[src/rtl/upsample_pkg.sv]
// ============================================================================
//  upsample_pkg : shared FSM encoding, up_mode codes and tile helpers
//  Revision: 1.0
// ============================================================================
`default_nettype none

package upsample_pkg;

  typedef enum logic [1:0] {
    ST_IDLE   = 2'd0,
    ST_ACCEPT = 2'd1,
    ST_WRITE  = 2'd2,
    ST_FINISH = 2'd3
  } state_e;

  localparam logic [1:0] UP_X1 = 2'd0;
  localparam logic [1:0] UP_X2 = 2'd1;
  localparam logic [1:0] UP_X4 = 2'd2;

  // Code 3 is reserved and behaves as x1.
  function automatic logic [2:0] mode_to_factor(input logic [1:0] mode);
    case (mode)
      UP_X1:   return 3'd1;
      UP_X2:   return 3'd2;
      UP_X4:   return 3'd4;
      default: return 3'd1;
    endcase
  endfunction

  // Number of populated lanes in column tile 'tile' of a row.
  function automatic int valid_lanes(input int ofm_size, input int sys, input int tile);
    int rem;
    rem = ofm_size - tile * sys;
    return (rem < sys) ? rem : sys;
  endfunction

endpackage

`default_nettype wire

[src/rtl/upsample_store_addr.sv]
// ============================================================================
//  ups_addr_gen : registered OFM address for one upsampled element
//  Revision: 1.0
// ============================================================================
`default_nettype none

module ups_addr_gen #(
  parameter int SYSTOLIC_SIZE = 16,
  parameter int OFM_SIZE_CONV = 13,
  parameter int ADDR_WIDTH    = 20,
  parameter int FW            = 7,
  parameter int RW            = 4,
  parameter int TW            = 1,
  parameter int LW            = 4
) (
  input  logic                  clk,
  input  logic                  rst,
  input  logic [2:0]            factor,
  input  logic [FW-1:0]         filter,
  input  logic [RW-1:0]         row,
  input  logic [TW-1:0]         tile,
  input  logic [LW-1:0]         lane,
  input  logic [1:0]            dy,
  input  logic [1:0]            dx,
  output logic [ADDR_WIDTH-1:0] addr
);

  localparam logic [ADDR_WIDTH-1:0] OFM_X1   = ADDR_WIDTH'(OFM_SIZE_CONV);
  localparam logic [ADDR_WIDTH-1:0] OFM_X2   = ADDR_WIDTH'(2 * OFM_SIZE_CONV);
  localparam logic [ADDR_WIDTH-1:0] OFM_X4   = ADDR_WIDTH'(4 * OFM_SIZE_CONV);
  localparam logic [ADDR_WIDTH-1:0] PLANE_X1 = ADDR_WIDTH'(OFM_SIZE_CONV * OFM_SIZE_CONV);
  localparam logic [ADDR_WIDTH-1:0] PLANE_X2 = ADDR_WIDTH'(4 * OFM_SIZE_CONV * OFM_SIZE_CONV);
  localparam logic [ADDR_WIDTH-1:0] PLANE_X4 = ADDR_WIDTH'(16 * OFM_SIZE_CONV * OFM_SIZE_CONV);

  logic [ADDR_WIDTH-1:0] ofm;
  logic [ADDR_WIDTH-1:0] plane;
  logic [1:0]            fshift;
  logic [ADDR_WIDTH-1:0] row_term;
  logic [ADDR_WIDTH-1:0] col_term;
  logic [ADDR_WIDTH-1:0] addr_d;
  logic [ADDR_WIDTH-1:0] addr_q;

  always_comb begin
    ofm    = OFM_X1;
    plane  = PLANE_X1;
    fshift = 2'd0;
    case (factor)
      3'd2: begin ofm = OFM_X2; plane = PLANE_X2; fshift = 2'd1; end
      3'd4: begin ofm = OFM_X4; plane = PLANE_X4; fshift = 2'd2; end
      default: ;
    endcase
    // F is a power of two, so scaling row and column by F is a shift.
    row_term = (ADDR_WIDTH'(row) << fshift) + ADDR_WIDTH'(dy);
    col_term = ((ADDR_WIDTH'(tile) * ADDR_WIDTH'(SYSTOLIC_SIZE) + ADDR_WIDTH'(lane)) << fshift)
               + ADDR_WIDTH'(dx);
    addr_d   = ADDR_WIDTH'(filter) * plane + row_term * ofm + col_term;
  end

  always_ff @(posedge clk) begin
    if (rst) addr_q <= '0;
    else     addr_q <= addr_d;
  end

  assign addr = addr_q;

endmodule

`default_nettype wire

[src/rtl/upsample_store.sv]
// ============================================================================
//  upsample_store : accepts conv output tiles and writes them nearest-neighbour
//                   upsampled (x1/x2/x4) into OFM memory, one element per cycle
//  Revision: 1.0
// ============================================================================
`default_nettype none

module upsample_store
  import upsample_pkg::*;
#(
  parameter int SYSTOLIC_SIZE = 16,
  parameter int DATA_WIDTH    = 16,
  parameter int OFM_SIZE_CONV = 13,
  parameter int NO_FILTER     = 128,
  parameter int ADDR_WIDTH    = 20
) (
  input  logic                              clk,
  input  logic                              rst,
  input  logic                              start,
  input  logic [1:0]                        up_mode,
  input  logic                              in_valid,
  output logic                              in_ready,
  input  logic [SYSTOLIC_SIZE*DATA_WIDTH-1:0] in_data,
  output logic                              wr_en,
  output logic [ADDR_WIDTH-1:0]             wr_addr,
  output logic [DATA_WIDTH-1:0]             wr_data,
  output logic                              done
);

  localparam int NO_TILING_PER_LINE = (OFM_SIZE_CONV + SYSTOLIC_SIZE - 1) / SYSTOLIC_SIZE;
  localparam int FW = (NO_FILTER > 1)          ? $clog2(NO_FILTER)          : 1;
  localparam int RW = (OFM_SIZE_CONV > 1)      ? $clog2(OFM_SIZE_CONV)      : 1;
  localparam int TW = (NO_TILING_PER_LINE > 1) ? $clog2(NO_TILING_PER_LINE) : 1;
  localparam int LW = (SYSTOLIC_SIZE > 1)      ? $clog2(SYSTOLIC_SIZE)      : 1;

  state_e                             state_q, state_d;
  logic [2:0]                         factor_q, factor_d;
  logic [FW-1:0]                      filter_q, filter_d;
  logic [RW-1:0]                      row_q, row_d;
  logic [TW-1:0]                      tile_q, tile_d;
  logic [LW-1:0]                      lane_q, lane_d;
  logic [1:0]                         dy_q, dy_d;
  logic [1:0]                         dx_q, dx_d;
  logic [SYSTOLIC_SIZE*DATA_WIDTH-1:0] data_q, data_d;

  int   v_lanes;
  logic dx_last, dy_last, lane_last, tile_last, row_last, filter_last;

  assign v_lanes     = valid_lanes(OFM_SIZE_CONV, SYSTOLIC_SIZE, int'(tile_q));
  assign dx_last     = ({1'b0, dx_q} == factor_q - 3'd1);
  assign dy_last     = ({1'b0, dy_q} == factor_q - 3'd1);
  assign lane_last   = (int'(lane_q)   == v_lanes - 1);
  assign tile_last   = (int'(tile_q)   == NO_TILING_PER_LINE - 1);
  assign row_last    = (int'(row_q)    == OFM_SIZE_CONV - 1);
  assign filter_last = (int'(filter_q) == NO_FILTER - 1);

  always_comb begin
    state_d  = state_q;
    factor_d = factor_q;
    filter_d = filter_q;
    row_d    = row_q;
    tile_d   = tile_q;
    lane_d   = lane_q;
    dy_d     = dy_q;
    dx_d     = dx_q;
    data_d   = data_q;
    case (state_q)
      ST_IDLE: begin
        if (start) begin
          state_d  = ST_ACCEPT;
          factor_d = mode_to_factor(up_mode);
          filter_d = '0;
          row_d    = '0;
          tile_d   = '0;
          lane_d   = '0;
          dy_d     = '0;
          dx_d     = '0;
        end
      end
      ST_ACCEPT: begin
        if (in_valid) begin
          data_d  = in_data;
          state_d = ST_WRITE;
        end
      end
      ST_WRITE: begin
        // Odometer: dx fastest, then dy, lane, tile, row, filter.
        if (!dx_last) dx_d = dx_q + 2'd1;
        else begin
          dx_d = '0;
          if (!dy_last) dy_d = dy_q + 2'd1;
          else begin
            dy_d = '0;
            if (!lane_last) lane_d = lane_q + 1'b1;
            else begin
              lane_d  = '0;
              state_d = ST_ACCEPT;
              if (!tile_last) tile_d = tile_q + 1'b1;
              else begin
                tile_d = '0;
                if (!row_last) row_d = row_q + 1'b1;
                else begin
                  row_d = '0;
                  if (!filter_last) filter_d = filter_q + 1'b1;
                  else begin
                    filter_d = '0;
                    state_d  = ST_FINISH;
                  end
                end
              end
            end
          end
        end
      end
      ST_FINISH: state_d = ST_IDLE;
      default:   state_d = ST_IDLE;
    endcase
  end

  always_ff @(posedge clk) begin
    if (rst) begin
      state_q  <= ST_IDLE;
      factor_q <= 3'd1;
      filter_q <= '0;
      row_q    <= '0;
      tile_q   <= '0;
      lane_q   <= '0;
      dy_q     <= '0;
      dx_q     <= '0;
      data_q   <= '0;
    end else begin
      state_q  <= state_d;
      factor_q <= factor_d;
      filter_q <= filter_d;
      row_q    <= row_d;
      tile_q   <= tile_d;
      lane_q   <= lane_d;
      dy_q     <= dy_d;
      dx_q     <= dx_d;
      data_q   <= data_d;
    end
  end

  // Fed with next-state indices so the registered address lines up with wr_en.
  ups_addr_gen #(
    .SYSTOLIC_SIZE (SYSTOLIC_SIZE),
    .OFM_SIZE_CONV (OFM_SIZE_CONV),
    .ADDR_WIDTH    (ADDR_WIDTH),
    .FW            (FW),
    .RW            (RW),
    .TW            (TW),
    .LW            (LW)
  ) u_addr_gen (
    .clk    (clk),
    .rst    (rst),
    .factor (factor_d),
    .filter (filter_d),
    .row    (row_d),
    .tile   (tile_d),
    .lane   (lane_d),
    .dy     (dy_d),
    .dx     (dx_d),
    .addr   (wr_addr)
  );

  assign in_ready = (state_q == ST_ACCEPT);
  assign wr_en    = (state_q == ST_WRITE);
  assign done     = (state_q == ST_FINISH);
  assign wr_data  = data_q[int'(lane_q) * DATA_WIDTH +: DATA_WIDTH];

endmodule

`default_nettype wire

[config.mk]
export PLATFORM = sky130hd
export DESIGN_NAME = upsample_store
export DESIGN_NICKNAME = d
export VERILOG_FILES = /design/src/rtl/upsample_pkg.sv /design/src/rtl/upsample_store_addr.sv /design/src/rtl/upsample_store.sv
export SDC_FILE = /design/constraint.sdc
export NUM_CORES = 1
export LEC_CHECK = 0
export CORE_AREA = 10 10 208 210
export DETAILED_ROUTE_END_ITERATION = 6
export DIE_AREA = 0 0 218 220
export GPL_TIMING_DRIVEN = 0
export PLACE_DENSITY = 0.72
export REMOVE_ABC_BUFFERS = 1
export SETUP_SLACK_MARGIN = 0.1
export SKIP_CTS_REPAIR_TIMING = 1
export SLEW_MARGIN = 40
export SYNTH_ARGS = -nofsm -noshare
export SYNTH_HDL_FRONTEND = slang
export SYNTH_SLANG_ARGS = --single-unit
[constraint.sdc]
create_clock -name clk -period 9.95 [get_ports clk]
set_input_delay 1.99 -clock clk [delete_from_list [all_inputs] [get_ports clk]]
set_output_delay 1.99 -clock clk [all_outputs]
set_load 0.05 [all_outputs]
==> metrics.md <==
| Metric | Value |
|---|---|
| CP endpoint kind | `flip-flop` |
| Setup_tns | `0 ns` |
| Layout Area Growth over Synthesis | `29.9%` |
| Ranking of synthesized cells by area | `dfxtp_1 35%, nand2_1 13%, a21oi_1 8.8%` |
| DRT Pass-1 Iters | `6` |
| Total GRT Usage | `0.215` |
| Post-synthesis cell count | `between 2000 and 2500` |
| Post-synthesis cell type count | `83` |
| Initial antenna violation count | `18` |
| Antenna viol nets, final | `0` |
| Peak Freq | `around 100 MHz` |
| Min Tclk post-route | `around 9.6 ns` |
| # nets final | `about 2800` |
| Drc violations | `0` |
| Die height | `220 µm` |
| Sequential cell area fraction in the yosys report | `0.346` |
| First-pass GRT wire length | `83300 µm` |
| Vias | `about 16000` |
| Max_slew headroom | `0.468` |
| Vias/cell | `5.37` |
| H-tree levels | `2` |
| Buf/Inv on CP | `9` |
| Post-synth EDFFs | `0` |
| Stages on the worst setup path | `34` |
| Largest family of logic cells by synthesized area | `simple AND/OR/NAND/NOR gates` |
| FP Rows | `73` |
| Sinks on Clock Net | `between 300 and 400` |
| Compound-gate portion of the synthesized area | `0.158` |
| Peak supply drop | `approximately 0.13 mV` |
| CP top delay family | `adder cells` |
| Synth Area in Adders | `0.148` |
| Total die area | `around 48000 µm²` |
| M3 GR Usage | `0.0558` |
| Filler instances | `between 3000 and 4000` |
| Layer carrying the most global-route usage | `met2` |
| Worst r2r path cells | `37` |
| Commonest non-fill, non-tap cell in the layout | `nand2_1` |
| Syn Area/Cell | `8.14 µm²` |
| Post-synth ARST share | `0` |
| WS Path Type | `input port to flip-flop` |
| Worst EP required | `approximately 10 ns` |
| Critical path's slowest cell | `fa_1` |
| Worst Tran Pin Value | `roughly 0.80 ns` |
| GR met1 Demand/Resource | `0.256` |
| Max stage delay on crit path | `slightly above 0.6 ns` |
| RR Startpoint | `factor_q[0]` |
| Worst EP arrival | `between 10 and 15 ns` |
| Multi-input gate area | `10600 µm²` |
| Post-DP HPWL | `approximately 38000 µm` |
| Power, Total | `between 3 and 4 mW` |
| Simple-gate share of the synthesized area | `0.189` |
| R2R Setup Slk | `0.47 ns` |
| GP Congestion | `around 0.86` |
| Grt ovf | `0` |
| Number of global-route vias before repair | `between 15000 and 20000` |
| GRT met2 Usage | `0.368` |
| CTS buffer count | `36` |
| Iter 0 DRT Violations | `1253` |
| Final setup fails | `0` |
| Most frequent cells in the layout | `584 x nand2_1, 306 x a21oi_1, 299 x clkdlybuf4s50_1, 297 x dfxtp_1, 133 x inv_1` |
| Sequential Area | `a little over 6000 µm²` |
| Root buffer cell | `clkbuf_16` |
| Post-synth top area share | `0.346` |
| Die W | `approximately 220 µm` |
| DR WL/cell | `approximately 18 µm` |
| Final Hold Viols | `0` |
| Mux cell area share after synthesis | `0.0852` |
| Ys Warns | `0` |
| Max_cap viols | `0` |
| CTS tree | `done` |
| Crit Path Max Fanout | `6` |
| Worst Setup EP | `u_addr_gen.addr[18]` |
| Final worst path period share | `0.963` |
| I/O pins | `301` |
| Core Box Area | `slightly below 40000 µm²` |
| Clock skew | `around 0.016 ns` |
| CP startpoint kind | `input port` |
| Max-slew violation count | `0` |
| Power density over the cells | `between 100 and 150 nW/µm²` |
| Dpl cells | `roughly 2900` |
| Port-buffer cells | `300` |
| CTS Buffer Depth | `3` |
| Synth Area in XOR/XNOR | `0.0136` |
| Crit path from | `up_mode[0]` |
| Clk_lat worst skew | `0.54 ns` |
| Largest net degree at the start of global routing | `101` |
| Dominant cell type by area after synthesis | `dfxtp_1` |
| Initial Util | `0.443` |
| Post-layout util | `0.575` |
| Layout cells sized above 1 | `0.0856` |
| Netlist Area Pre-Place | `around 17000 µm²` |
| Seq cells post-synth | `between 300 and 400` |
| Leak | `8.86 nW` |
| HP Class | `flip-flop to flip-flop` |
| Reg2reg end | `u_addr_gen.addr[18]` |
| Reg clk slew, reported paths | `around 0.060 ns` |
| Final wirelength | `53500 µm` |
| Status | `finished, final reports clean` |
| Non-filler instance count after layout | `2956` |
| Primary FF master, synth | `dfxtp_1` |
through the flow:
step | worst slack (ns) | area [µm²] | hold slack [ns]
floorplan | -1.30 | 16900 | 0.427
global placement | -3.77 | 20600 | 0.438
detailed placement | -1.45 | 21000 | 0.445
CTS | -0.961 | 22300 | 0.453
global route | -0.0105 | 22600 | 0.469
finish | 0.366 | 22600 | 0.452
worst min path at each step:
| stage | start | end | slack [ns] | depth (start not counted) |
|---|---|---|---|---|
| global route | data_q[153] | data_q[153] | 0.47 | 2 |
| finish | data_q[16] | data_q[16] | 0.45 | 2 |
| detailed placement | data_q[161] | data_q[161] | 0.45 | 2 |
| global placement | data_q[184] | data_q[184] | 0.44 | 2 |
| floorplan | data_q[241] | data_q[241] | 0.43 | 2 |
| CTS | data_q[161] | data_q[161] | 0.45 | 2 |
final cells by class:
class	count	share of cell area
flip-flops and latches	301	0.267
clock buffers	53	0.0480
well taps	525	0.0291
repair buffers	342	0.158
multi-input cells	1577	0.467
clock inverters	12	0.00692
diodes	13	0.00144
inverters	133	0.0221
flip-flops by register name, summed over array words and instances, names as in the netlist:
register	cells
row_q	4
u_addr_gen.addr	20
dy_q	2
filter_q	7
data_q	256
lane_q	4
state_q	2
dx_q	2
factor_q	3
tile_q	1
logic make-up (layout without fill, tap and decap cells):
| group | count (synthesis) | after routing |
|---|---|---|
| other cells | 2 | 24 |
| buf+inv | 269 | 540 |
| flops | 301 | 301 |
| simple gates | 793 | 793 |
| fa+ha+maj | 164 | 164 |
| xor+xnor | 27 | 27 |
| mux | 105 | 105 |
| compound gates | 476 | 477 |
worst register-to-register path: cells and delay by family (launching register included):
kind | cells | cell delay [ns]
and+or+nand+nor | 6 | 1.23
xor gates and xnor gates | 2 | 0.59
AOI/OAI and AO/OA | 11 | 2.08
DFF | 1 | 0.55
adders and majority gates | 10 | 4.22
buffers and inverters | 8 | 0.76
report_power, final:
part	leakage [nW]	internal [mW]	total [mW]	switching (mW)
logic	5.80	0.200	0.419	0.219
clock network	0.614	0.836	1.37	0.530
registers	2.45	1.26	1.28	0.0279
total	8.86	2.29	3.07	0.777
synthesized netlist by cell type, types with 10 or more instances:
library cell    n
a21oi_1       306
a221oi_1       16
a22oi_1        17
buf_1          10
clkbuf_1      116
dfxtp_1       301
fa_1           70
ha_1           94
inv_1         133
mux2_2         17
mux2i_1        54
mux4_2         32
nand2_1       587
nand3_1        12
nor2_1        105
nor2b_1        13
nor3_1         13
o21ai_0        58
xnor2_1        18
metal layers:
layer | wire length (µm) | part of all wire
met5 | 69 | 0.0013
met4 | 1440 | 0.027
met3 | 4120 | 0.077
met2 | 26400 | 0.49
met1 | 21500 | 0.40
Note: power is estimated with default switching activity, not from simulation.
